===== src/rtl/tmds_pkg.sv =====
// Shared TMDS definitions: period codes, control tokens, TERC4 code table.
// Used by the channel encoder and every decoder channel instance.
package tmds_pkg;

  // Period codes as reported by the framer alongside each symbol
  typedef enum logic [1:0] {
    PERIOD_CTRL    = 2'b00,
    PERIOD_VIDEO   = 2'b01,
    PERIOD_ISLAND  = 2'b10,
    PERIOD_INVALID = 2'b11
  } period_e;

  // Lock qualification states of one channel
  typedef enum logic {
    LOCK_HUNT   = 1'b0,
    LOCK_LOCKED = 1'b1
  } lock_state_e;

  // Control tokens, written q[9:0] with q[0] first on the wire
  localparam logic [9:0] CTRL_TOKEN_00 = 10'b1101010100;
  localparam logic [9:0] CTRL_TOKEN_01 = 10'b0010101011;
  localparam logic [9:0] CTRL_TOKEN_10 = 10'b0101010100;
  localparam logic [9:0] CTRL_TOKEN_11 = 10'b1010101011;

  // TERC4 code words indexed by the nibble they carry (index 0 is leftmost)
  localparam logic [0:15][9:0] TERC4_TABLE = {
    10'b1010011100, 10'b1001100011, 10'b1011100100, 10'b1011100010,
    10'b0101110001, 10'b0100011110, 10'b0110001110, 10'b0100111100,
    10'b1011001100, 10'b0100111001, 10'b0110011100, 10'b1011000110,
    10'b1010001110, 10'b1001110001, 10'b0101100011, 10'b1011000011
  };

  // Result of matching a word against the four control tokens
  typedef struct packed {
    logic       hit;
    logic [1:0] bits;
  } ctrl_dec_t;

  // Map a 10-bit word to its {C1,C0} pair, hit=0 when it is not a token
  function automatic ctrl_dec_t ctrl_lookup(input logic [9:0] sym);
    ctrl_dec_t r;
    r.hit  = 1'b1;
    r.bits = 2'b00;
    case (sym)
      CTRL_TOKEN_00: r.bits = 2'b00;
      CTRL_TOKEN_01: r.bits = 2'b01;
      CTRL_TOKEN_10: r.bits = 2'b10;
      CTRL_TOKEN_11: r.bits = 2'b11;
      default:       r.hit  = 1'b0;
    endcase
    return r;
  endfunction

endpackage


===== src/rtl/tmds_terc4_lut.sv =====
// TERC4 reverse lookup: 10-bit island symbol to {hit, nibble}.
// Purely combinational; a miss reports hit=0 and nibble=0.
module tmds_terc4_lut
  import tmds_pkg::*;
(
  input  logic [9:0] sym,
  output logic       hit,
  output logic [3:0] nibble
);

  // Search the shared table; entries are unique so at most one matches
  always_comb begin
    hit    = 1'b0;
    nibble = 4'h0;
    for (int i = 0; i < 16; i++) begin
      if (sym == TERC4_TABLE[i]) begin
        hit    = 1'b1;
        nibble = 4'(i);
      end
    end
  end

endmodule


===== src/rtl/tmds_decoder.sv =====
// TMDS channel decoder: one 10-bit symbol per clklow cycle into video byte,
// control pair or TERC4 nibble, qualified by a per-channel lock FSM.
// Two register stages (input capture, decoded output) give 2-cycle latency.
// Optional feature macro: TMDS_DISPARITY_CHECK_EN adds a running-disparity
// tracker on video symbols and the disp_err output.
module tmds_decoder
  import tmds_pkg::*;
#(
  parameter int LOCK_CNT  = 8,
  parameter int ERR_LIMIT = 4,
  parameter int ERRCNT_W  = 16
)
(
  input  logic                clklow,
  input  logic                reset_n,
  input  logic                sym_valid,
  input  logic [9:0]          q_in,
  input  logic [1:0]          state,
  output logic [7:0]          pix_data,
  output logic [1:0]          H_VSync_Ctr,
  output logic [3:0]          aux_data,
  output logic                out_valid,
  output logic                locked,
  output logic                sym_err,
  output logic [ERRCNT_W-1:0] err_count
`ifdef TMDS_DISPARITY_CHECK_EN
  ,
  output logic                disp_err
`endif
);

  localparam int RUN_W = $clog2(LOCK_CNT + 1);
  localparam int BAD_W = $clog2(ERR_LIMIT + 1);

  logic [1:0]  rst_sync;
  logic        rst_n;

  logic        in_valid;
  logic [9:0]  in_sym;
  period_e     in_period;

  ctrl_dec_t   ctrl_dec;
  logic        terc4_hit;
  logic [3:0]  terc4_nibble;
  logic [7:0]  vid_d;
  logic [7:0]  vid_byte;
  logic        sym_bad;
  logic        sym_err_next;

  lock_state_e      lock_state;
  logic [RUN_W-1:0] run_cnt;
  logic [BAD_W-1:0] bad_cnt;

  // Reset asserts immediately but releases only after two clklow edges
  always_ff @(posedge clklow or negedge reset_n) begin
    if (!reset_n) begin
      rst_sync <= 2'b00;
    end else begin
      rst_sync <= {rst_sync[0], 1'b1};
    end
  end

  assign rst_n = rst_sync[1];

  // Input stage: capture the symbol and the period it belongs to
  always_ff @(posedge clklow or negedge rst_n) begin
    if (!rst_n) begin
      in_valid  <= 1'b0;
      in_sym    <= 10'd0;
      in_period <= PERIOD_CTRL;
    end else begin
      in_valid <= sym_valid;
      if (sym_valid) begin
        in_sym    <= q_in;
        in_period <= period_e'(state);
      end
    end
  end

  assign ctrl_dec = ctrl_lookup(in_sym);

  tmds_terc4_lut u_terc4_lut (
    .sym    (in_sym),
    .hit    (terc4_hit),
    .nibble (terc4_nibble)
  );

  // Video decode: undo the optional inversion, then the XOR/XNOR chain
  always_comb begin
    vid_d       = in_sym[9] ? ~in_sym[7:0] : in_sym[7:0];
    vid_byte    = 8'd0;
    vid_byte[0] = vid_d[0];
    for (int i = 1; i < 8; i++) begin
      vid_byte[i] = in_sym[8] ? (vid_d[i] ^ vid_d[i-1]) : ~(vid_d[i] ^ vid_d[i-1]);
    end
  end

  // A symbol is bad when it does not belong to the code space of its period
  always_comb begin
    sym_bad = 1'b0;
    case (in_period)
      PERIOD_CTRL:   sym_bad = !ctrl_dec.hit;
      PERIOD_VIDEO:  sym_bad = ctrl_dec.hit;
      PERIOD_ISLAND: sym_bad = !terc4_hit;
      default:       sym_bad = 1'b1;
    endcase
  end

`ifdef TMDS_DISPARITY_CHECK_EN
  logic signed [7:0] disp_q;
  logic signed [7:0] disp_next;
  logic signed [8:0] disp_sum;
  logic [3:0]        sym_ones;
  logic              disp_bad;

  // Running disparity over video symbols, clamped so a bad stream cannot wrap
  always_comb begin
    sym_ones  = 4'($countones(in_sym));
    disp_sum  = {disp_q[7], disp_q} + $signed({4'b0000, sym_ones, 1'b0}) - 9'sd10;
    disp_next = disp_q;
    case (in_period)
      PERIOD_VIDEO: begin
        if (disp_sum > 9'sd64) begin
          disp_next = 8'sd64;
        end else if (disp_sum < -9'sd64) begin
          disp_next = -8'sd64;
        end else begin
          disp_next = disp_sum[7:0];
        end
      end
      PERIOD_CTRL, PERIOD_ISLAND: disp_next = 8'sd0;
      default: disp_next = disp_q;
    endcase
    disp_bad = (in_period == PERIOD_VIDEO) &&
               ((disp_next > 8'sd10) || (disp_next < -8'sd10));
  end

  // Disparity register and its error pulse, advanced once per symbol
  always_ff @(posedge clklow or negedge rst_n) begin
    if (!rst_n) begin
      disp_q   <= 8'sd0;
      disp_err <= 1'b0;
    end else begin
      disp_err <= in_valid && disp_bad;
      if (in_valid) begin
        disp_q <= disp_next;
      end
    end
  end

  assign sym_err_next = sym_bad | disp_bad;
`else
  assign sym_err_next = sym_bad;
`endif

  // Output stage: decoded fields update only on a good symbol of their period
  always_ff @(posedge clklow or negedge rst_n) begin
    if (!rst_n) begin
      out_valid   <= 1'b0;
      sym_err     <= 1'b0;
      pix_data    <= 8'd0;
      H_VSync_Ctr <= 2'b00;
      aux_data    <= 4'h0;
    end else begin
      out_valid <= in_valid;
      if (in_valid) begin
        sym_err <= sym_err_next;
        case (in_period)
          PERIOD_CTRL: begin
            if (ctrl_dec.hit) H_VSync_Ctr <= ctrl_dec.bits;
          end
          PERIOD_VIDEO: begin
            if (!ctrl_dec.hit) pix_data <= vid_byte;
          end
          PERIOD_ISLAND: begin
            if (terc4_hit) aux_data <= terc4_nibble;
          end
          default: begin
          end
        endcase
      end
    end
  end

  // Lock FSM with run/bad counters and the saturating error counter
  always_ff @(posedge clklow or negedge rst_n) begin
    if (!rst_n) begin
      lock_state <= LOCK_HUNT;
      locked     <= 1'b0;
      run_cnt    <= '0;
      bad_cnt    <= '0;
      err_count  <= '0;
    end else if (in_valid) begin
      if (sym_err_next && (lock_state == LOCK_LOCKED) && (err_count != '1)) begin
        err_count <= err_count + 1'b1;
      end
      case (lock_state)
        LOCK_HUNT: begin
          if ((in_period == PERIOD_CTRL) && ctrl_dec.hit) begin
            if (run_cnt == RUN_W'(LOCK_CNT - 1)) begin
              lock_state <= LOCK_LOCKED;
              locked     <= 1'b1;
              run_cnt    <= '0;
              bad_cnt    <= '0;
            end else begin
              run_cnt <= run_cnt + 1'b1;
            end
          end else begin
            run_cnt <= '0;
          end
        end
        LOCK_LOCKED: begin
          if (sym_err_next) begin
            if (bad_cnt == BAD_W'(ERR_LIMIT - 1)) begin
              lock_state <= LOCK_HUNT;
              locked     <= 1'b0;
              run_cnt    <= '0;
              bad_cnt    <= '0;
            end else begin
              bad_cnt <= bad_cnt + 1'b1;
            end
          end else begin
            bad_cnt <= '0;
          end
        end
        default: begin
          lock_state <= LOCK_HUNT;
          locked     <= 1'b0;
        end
      endcase
    end
  end

endmodule

===== config.mk =====
export PLATFORM = sky130hd
export DESIGN_NAME = tmds_decoder
export DESIGN_NICKNAME = d
export VERILOG_FILES = /design/src/rtl/tmds_pkg.sv /design/src/rtl/tmds_terc4_lut.sv /design/src/rtl/tmds_decoder.sv
export SDC_FILE = /design/constraint.sdc
export NUM_CORES = 1
export LEC_CHECK = 0
export ABC_CLOCK_PERIOD_IN_PS = 2000
export CAP_MARGIN = 15
export CELL_PAD_IN_SITES_DETAIL_PLACEMENT = 0
export CELL_PAD_IN_SITES_GLOBAL_PLACEMENT = 2
export CORE_ASPECT_RATIO = 1.25
export CORE_MARGIN = 2
export CORE_UTILIZATION = 25
export DETAILED_ROUTE_END_ITERATION = 8
export PLACE_DENSITY = 0.62
export SYNTH_ARGS = -nofsm -noshare
export SYNTH_HDL_FRONTEND = slang
export SYNTH_SLANG_ARGS = --single-unit

===== constraint.sdc =====
create_clock -name clklow -period 2 [get_ports clklow]
set_input_delay 0.2 -clock clklow [delete_from_list [all_inputs] [get_ports clklow]]
set_output_delay 0.2 -clock clklow [all_outputs]
set_load 0.1 [all_outputs]

* Yosys cells after proc, flatten, opt, wreduce, memory -nomap -nowiden
Cells that the tools add are included.
** Word-level totals
- Input bits :: 15
- Word-level logic and storage cells :: 139
- Output and inout port bits :: 33
- Register bits :: 56
** Operators by class
- Equality and inequality tests :: 29
- Muxes and demuxes :: 62
- Add/sub/neg operators :: 3
- Bitwise gates (word level) :: 17
- Reductions and logical operators :: 14
** Operator list (number)
- equality test 10 bit (second input constant) :: 11
- equality test 10 x 9 -> 1 bit (second input constant) :: 8
- two-way mux 4 bit :: 12
- two-way mux 1 bit :: 33
- two-way mux 3 bit :: 8
- adder 16 x 1 -> 16 bit (second input constant) :: 1
- inequality test 16 bit (second input constant) :: 1
- AND reduction 3 bit :: 5
- equality test 10 x 8 -> 1 bit (second input constant) :: 1
- inverter 1 bit :: 9
- two-way mux 8 bit :: 1
- inverter 8 bit :: 1
- one-hot mux 4 bit (2 select lines) :: 1
- bitwise XOR 1 bit :: 7
- inequality test 2 bit (second input constant) :: 3
- one-hot mux 2 bit (3 select lines) :: 1
- one-hot mux 3 bit (2 select lines) :: 1
- AND reduction 5 bit :: 1
- adder 4 x 1 -> 4 bit (second input constant) :: 1
- equality test 4 x 3 -> 1 bit (second input constant) :: 1
- two-way mux 2 bit :: 2
- one-hot mux 1 bit (2 select lines) :: 2
- OR reduction 4 bit :: 1
- adder 3 x 1 -> 3 bit (second input constant) :: 1
- other kinds (9) :: 12

* Logic depth before layout (Yosys ltp)
- Depth after elaboration :: 22
- Mapped depth :: 10
- Mapped depth without buffers :: 9

* Modules after synthesis
Synthesis repeated with hierarchy kept, for this count alone.
** Second synthesis, totals
- Cells, all modules :: 269
- Area total of the unflattened synthesis :: 3031.7 um^2
** Modules (own cells, without submodules)
- tmds_decoder :: cells each 208, area each 2560.0 um^2, instances 1
- tmds_terc4_lut :: cells each 61, area each 471.7 um^2, instances 1

* Least setup slack after synthesis
OpenSTA, ideal clock, no wires.
- Path type :: reg-to-reg
- From :: reg err_count[0]
- To :: reg err_count[1]
- Cell stages (with the launch flop) :: 9
- Arrival :: 2.589 ns
- Setup time :: 0.126 ns
- Setup slack :: -0.715 ns
- Data required time :: 1.874 ns
- Cells stage by stage :: dfrtp_1 ha_1 and2_1 and3_1 nand2_1 o21ai_0 nor3b_4 nand2_1 mux2_2
** Between the ends
- Cells in the longest elaborated chain, start to end :: 3
- Elaborated cells between the ends (all ways) :: 4
- Classes of those cells :: add/sub: 1; eq/ne: 1; reduce/logical: 2
** Ends and longest elaborated chain
- start, declared :: line tmds_decoder.sv:25 : output logic [ERRCNT_W-1:0] err_count
- start signal, assigned :: line tmds_decoder.sv:195 : err_count <= err_count + 1'b1;
- branches (longest 3 deep; another with adder 16 x 1 -> 16 bit)
Parallel ways; which one is timed is not known.
A chain may end at the register's enable or synchronous reset.

* Worst setup path after layout
- From :: reg in_sym[6]
- To :: reg aux_data[2]
** Between the ends
- Cells in the longest elaborated chain, start to end :: 18
- Elaborated cells between the ends (all ways) :: 45
- Classes of those cells :: eq/ne: 16; mux: 28; reduce/logical: 1
** Ends and longest elaborated chain
- start, declared :: line tmds_decoder.sv:39 : logic [9:0] in_sym;
- start signal, assigned :: line tmds_decoder.sv:74 : in_sym <= q_in;
- equality test 10 bit :: line tmds_terc4_lut.sv:16 : if (sym == TERC4_TABLE[i]) begin
- two-way mux 1 bit (16 in a row) :: line tmds_terc4_lut.sv:16
- AND reduction 3 bit (no line)
- end signal, assigned :: line tmds_decoder.sv:176 : if (terc4_hit) aux_data <= terc4_nibble;
- end, declared :: line tmds_decoder.sv:21 : output logic [3:0] aux_data,
Parallel ways exist; a longest one is shown, timed or not.

==> impl_metrics.tcl <==
set metrics [dict create \
    status "finished, violations left" \
    violations "setup timing" \
    grt_start_max_net_pins 55 \
    die_h_um 129 \
    diodes 0 \
    ir_drop_uv 418 \
    grt_pass1_wl_um 14400 \
    finalNetCount 439 \
    critPathSlowestCell "or4_4" \
    cp_data_arrival_time_ps 2440 \
    hold_viol_final 0 \
    clockRootBuffer "clkbuf_16" \
    die-width_um 104 \
    finalClockSkew_ps 4.77 \
    drt-total-wl_um 8510 \
    p_int_mw 2.13 \
    synth_area_per_cell_um2 10.4 \
    seq_power_share_pct 38.4 \
    setup_viol 39 \
    overflow 0 \
    numClockSinks 56 \
    synth_edf_count 0 \
    p_comb_share_pct 34.8 \
    clock_power_share_pct 26.7 \
    synth_area_mm2 0.00311 \
    yosysSeqAreaShare_pct 45.1 \
    final_common_cell "buf_4" \
    timing.fmax_mhz 444 \
    ios 48 \
    maxSlewViolCount 0 \
    vias 2650 \
    fin_crit_sh_pct 113 \
    swShare_pct 37.9 \
    crit_required_ps 2180 \
    dr.pass1.iters 4 \
    syn_to_final_growth_pct 53.2 \
    cp-end-kind "flop" \
    wl_per_cell_um 14.6 \
    grt_pass1_vias 2808 \
    vias_per_cell 4.55 \
    dp_hpwl_um 6210 \
    cts_tree "done" \
    final_util_pct 39.1 \
    setup_ws_ps -254 \
    synth_flop_cell "dfrtp_1" \
    power.density_mw_per_mm2 721 \
    antenna_found_initial 0 \
    ant_nets 0 \
    ys_types 57 \
    switchingPower_mw 1.30 \
    route.detailed.drc 0 \
    drt-initial-drc-count 64 \
    power_leakage_nw 2.06 \
    fillCellCount 1252 \
    clkTransAtPathRegs_ps 70 \
    gp_congestion 0.865 \
    grtUsageTotal_pct 13.5 \
    worstSkewPairLatency_ps 290 \
    cp_cell_sequence "inv_2 > ha_4 > inv_2 > or4_4 > o31a_1 > nand4_4 > nor4b_4 > nor3_4 > mux2_4" \
    ys_async_sr_fraction_pct 100 \
    htree_levels 2 \
    hold_path_class "in -> async" \
    synth_cells 299 \
    start_util_pct 25.5 \
    drive_gt1_share_pct 49.0 \
    die_area_mm2 0.0133 \
    clockBufferDepth 2 \
    cts_buffers 5 \
    rsz0062_at_grt "true" \
    slowest_delay_ps 480 \
    critPathKind "reg -> reg" \
    final.min_clock_period_ps 2250 \
    max-cap-violations 0 \
    ys_warn_count 0 \
    rows 45 \
    coreArea_mm2 0.0122 \
    path_max_fanout 4 \
    synth_seq_cells 56 \
    port_buffers 47 \
    final_cell_mix "buf_4, dfrtp_1, nand2_1" \
    syn_nets 321 \
    fin_tns_setup_ps -5970 \
    cp-start-kind "flop" \
    crit_top_cell "inv_2" \
    place_ws_ps -302 \
]
==> stage by stage <==
stage	cell area [um^2]	cells	hold slack, ps	power, mW
finish	4760	582	60.2	3.43
global route	4760	582	53.7	3.60
CTS	4600	576	52.5	3.46
detailed placement	4220	557	285	2.45
global placement	4220	557	281	2.45
floorplan	3250	299	-95.6	2.12
==> state kept, by name (all words and copies together), names as in the netlist, 2 cells and up <==
register / flops
err_count: 16
pix_data: 8
run_cnt: 4
rst_sync: 2
aux_data: 4
in_period: 2
H_VSync_Ctr: 2
in_sym: 10
bad_cnt: 3
==> layer usage <==
metal	GRT usage (%)	up-vias	wire, um
met5	0	-	0
met4	3.97	0	105
met3	2.13	6	251
met2	25.6	47	4610
met1	15.7	1298	3540
li1	-	1299	-
==> kinds of logic after synthesis <==
| group | share of synthesized area [%] |
|---|---|
| other | 0.121 |
| AOI/OAI and AO/OA | 9.75 |
| and+or+nand+nor | 23.9 |
| adders and majority gates | 2.82 |
| DFF | 45.1 |
| xor gates and xnor gates | 8.46 |
| buffers and inverters | 4.39 |
| muxes | 5.44 |
==> path summary, 6_finish.rpt <==
kind                                            start  cells past startpoint  slack (ps)                      end
worst max register to register  in_sym[6]$_DFFE_PN0P_                      9        -250  aux_data[2]$_DFFE_PN0P_
max in group asynchronous       rst_sync[1]$_DFF_PN0_                      1        1450    in_sym[4]$_DFFE_PN0P_
worst max-delay path            in_sym[6]$_DFFE_PN0P_                      9        -250  aux_data[2]$_DFFE_PN0P_
worst min register to register  rst_sync[1]$_DFF_PN0_                      1         250   run_cnt[0]$_DFFE_PN0P_
worst min-delay path                          reset_n                      1          60    rst_sync[0]$_DFF_PN0_
min in group clklow             rst_sync[0]$_DFF_PN0_                      0         360    rst_sync[1]$_DFF_PN0_
==> layout make-up <==
type	instances	area (um^2)	share of cell area, %
Inverter	9	33.8	0.710
Clock buffer	7	143	3.00
Sequential cell	56	1420	29.9
Tap cell	164	205	4.31
Multi-Input combinational cell	217	1890	39.7
Timing Repair Buffer	128	1060	22.2
Clock inverter	1	7.51	0.158
==> synth_stat cells, types with 2 or more instances <==
master | count | area share, %
nor2b_1 | 4 | 0.81
o22a_1 | 3 | 0.85
a31oi_1 | 4 | 0.81
o21ai_0 | 20 | 3.2
xnor2_1 | 25 | 7.0
a21o_1 | 2 | 0.48
nand4_1 | 11 | 2.2
ha_1 | 7 | 2.8
nor3b_1 | 4 | 0.97
nor4_1 | 2 | 0.40
nand2_1 | 30 | 3.6
nand2b_1 | 5 | 1.0
and3_1 | 4 | 0.81
clkbuf_1 | 5 | 0.60
mux2_2 | 11 | 4.0
buf_2 | 4 | 0.64
nand3b_1 | 6 | 1.4
nor3_1 | 4 | 0.64
nand4bb_1 | 3 | 1.1
buf_4 | 7 | 1.7
o211ai_1 | 3 | 0.72
dfrtp_1 | 56 | 45
xor2_1 | 5 | 1.4
inv_1 | 9 | 1.1
nand4b_1 | 5 | 1.4
nor2_1 | 15 | 1.8
nand3_1 | 10 | 1.6
a21oi_1 | 3 | 0.48
mux2_1 | 4 | 1.4
==> what timing repair did <==
| action | 4_1_cts | 5_1_grt |
|---|---|---|
| buffers inserted | 9 | 6 |
| hold buffers | 0 | 0 |
| pin swaps | 11 | 12 |
| setup endpoints to repair | 40 | 40 |
| gates resized for setup | 31 | 20 |
| cloned | 2 | 0 |
==> worst max-delay path: cells and delay by family (launching register included) <==
kind            cells  cell delay (ps)
fa+ha+maj           1              170
simple gates        4              940
mux                 1              340
buf+inv             2              150
compound gates      1              150
flops               1              410
==> power by group through the flow <==
stage / clock network, mW / logic [mW] / registers [mW]
6_report: 0.918 / 1.20 / 1.32
4_1_cts: 0.958 / 1.18 / 1.32
5_1_grt: 1.00 / 1.26 / 1.34
3_5_place_dp: 0 / 1.11 / 1.34
3_3_place_gp: 0 / 1.11 / 1.34
2_1_floorplan: 0 / 0.317 / 1.80
No activity file was read; power rests on OpenSTA's default activity.
==> patch (same settings) <==
Put one more register stage on the output `err_count`, with the module's reset. The value now appears one clock later. The other outputs are not delayed to match.
--- a/src/rtl/tmds_decoder.sv
+++ b/src/rtl/tmds_decoder.sv
@@ -34,2 +34,4 @@
 
+  logic [ERRCNT_W-1:0] err_count_s0;
+
   logic [1:0]  rst_sync;
@@ -191,6 +193,6 @@
       bad_cnt    <= '0;
-      err_count  <= '0;
+      err_count_s0 <= '0;
     end else if (in_valid) begin
-      if (sym_err_next && (lock_state == LOCK_LOCKED) && (err_count != '1)) begin
-        err_count <= err_count + 1'b1;
+      if (sym_err_next && (lock_state == LOCK_LOCKED) && (err_count_s0 != '1)) begin
+        err_count_s0 <= err_count_s0 + 1'b1;
       end
@@ -233,2 +235,10 @@
 
+  always_ff @(posedge clklow or negedge reset_n) begin
+    if (!reset_n) begin
+      err_count <= '0;
+    end else begin
+      err_count <= err_count_s0;
+    end
+  end
+
 endmodule
Check against the original RTL: same outputs for any inputs over 10 cycles, from zero or initial values and one cycle with reset_n low; that may be too few to reach the edited logic, so the function may still have changed.
==> patch against the unedited design <==
The run still ends with negative setup slack left; synthesized area grew 9.2%; sequential cell count grew 16; final area grew 10%; total power grew 34%; combinational power shrank 3%; setup slack lost 0.13 ns; routed wire length grew 13%; fmax shrank 5.5%; critical endpoint is now err_count_s0[1]$_DFFE_PN0P_; largest cell class is now sequential cells; highest routed layer unchanged.
==> patch: results (changes against the unedited design) <==
Parameter                              Value

Detailed routing
  Met3 WL ... 304 µm (was 251 µm)
  Met2 wirelength from detailed routing ... 4930 µm (was 4610 µm)

Cells and area
  Sequential Area ... 1810 µm² (was 1420 µm²)
  Filler cell count ... 1,302 (was 1,252)
  Final-stage net count ... 459 (was 439)
  Registers with the most flip-flops ... err_count (16), err_count_s0 (16), in_sym (10) (was err_count (16), in_sym (10), pix_data (8))
  Proportion of layout cells with a drive suffix above 1 ... 45.9% (was 49.0%)

Placed design
  GPL Wtd Cong ... 0.871 (was 0.865)
  DPL Wire Length ... 6810 µm (was 6210 µm)
  Number of placed instances with taps included ... 582 (was 557)

Critical path
  Data arrival time at the worst-slack endpoint ... 2.60 ns (was 2.44 ns)
  Critical Path Start ... in_sym[0]$_DFFE_PN0P_ (was in_sym[6]$_DFFE_PN0P_)
  Reg2Reg Capture Point ... err_count_s0[1]$_DFFE_PN0P_ (was aux_data[2]$_DFFE_PN0P_)
  Crit Path Max Fanout ... 15 (was 4)
  Largest stage delay on the critical path ... 0.44 ns (was 0.48 ns)
  Cell with the largest stage delay on the worst path ... sky130_fd_sc_hd__dfrtp_2 (was sky130_fd_sc_hd__or4_4)

GRT
  Pin count of the biggest net entering global routing ... 35 (was 55)
  Total GRT Usage ... 13.7% (was 13.5%)
  Global routing met2 resource utilization ... 23.3% (was 25.6%)

Synthesis
  Synthesized-area fraction occupied by xor and xnor cells ... 7.23% (was 8.46%)
  Register area share after synthesis ... 53.1% (was 45.1%)
  Yosys cell types ... 55 (was 57)
  Leading post-synthesis cells by instance count ... sky130_fd_sc_hd__dfrtp_1 (72), sky130_fd_sc_hd__xnor2_1 (23), sky130_fd_sc_hd__nand2_1 (21), sky130_fd_sc_hd__nor2_1 (21), sky130_fd_sc_hd__nand3_1 (15) (was sky130_fd_sc_hd__dfrtp_1 (56), sky130_fd_sc_hd__nand2_1 (30), sky130_fd_sc_hd__xnor2_1 (25), sky130_fd_sc_hd__o21ai_0 (20), sky130_fd_sc_hd__nor2_1 (15))
  Compound-cell area share of the yosys netlist ... 11.9% (was 9.75%)

Power
  Fraction of power consumed by sequential logic ... 36.1% (was 38.4%)
  Clock group ... 1.78 mW (was 918 µW)
  Power dissipated by switching net loads ... 1.55 mW (was 1.30 mW)
  Pleak ... 2.35 nW (was 2.06 nW)
  IR Drop Worst-Case VDD ... 0.508 mV (was 0.418 mV)
  Internal power contribution ... 3.05 mW (was 2.13 mW)

CTS
  Clk Latency, worst-skew pair ... 0.33 ns (was 0.29 ns)
  Inserted Clock Buffers ... 9 (was 5)

STA
  Final Setup Violations ... 32 (was 39)
  Hold Worst Slack ... 0.193 ns (was 0.0602 ns)
  Worst Setup Slack, final ... -0.383 ns (was -0.254 ns)
  Layout Skew ... 0.00747 ns (was 0.00477 ns)

Status
  Result of the run ... finished, violations left (unchanged)
  Failing checks ... negative setup slack (unchanged)
[patch: changes by cell type in the layout (fill, tap and decap cells not counted), moves of 6 or more]
cell	delta
sky130_fd_sc_hd__dfrtp_2	-12
sky130_fd_sc_hd__o21ai_0	-6
sky130_fd_sc_hd__a21oi_1	+8
sky130_fd_sc_hd__nor2_2	+6
sky130_fd_sc_hd__and3_1	+6
sky130_fd_sc_hd__dfrtp_1	+28
sky130_fd_sc_hd__nand2_1	-8
sky130_fd_sc_hd__nand3_1	+9
[patch: cell type report]
cell class / count / share of cell area, %
inverter: 10 / 0.716
timing repair buffer: 133 / 21.0
tap: 171 / 4.08
clock inverter: 7 / 1.96
sequential: 72 / 34.5
multi-input combinational: 211 / 33.5
clock buffer: 9 / 4.29
[patch: repair_timing]
| item | 4_1_cts | 5_1_grt |
|---|---|---|
| hold buffers | 0 | 0 |
| pin swaps | 7 | 0 |
| gates cloned | 1 | 0 |
| setup endpoints to repair | 40 | 40 |
| resized for setup | 25 | 20 |
| buffers inserted | 8 | 6 |
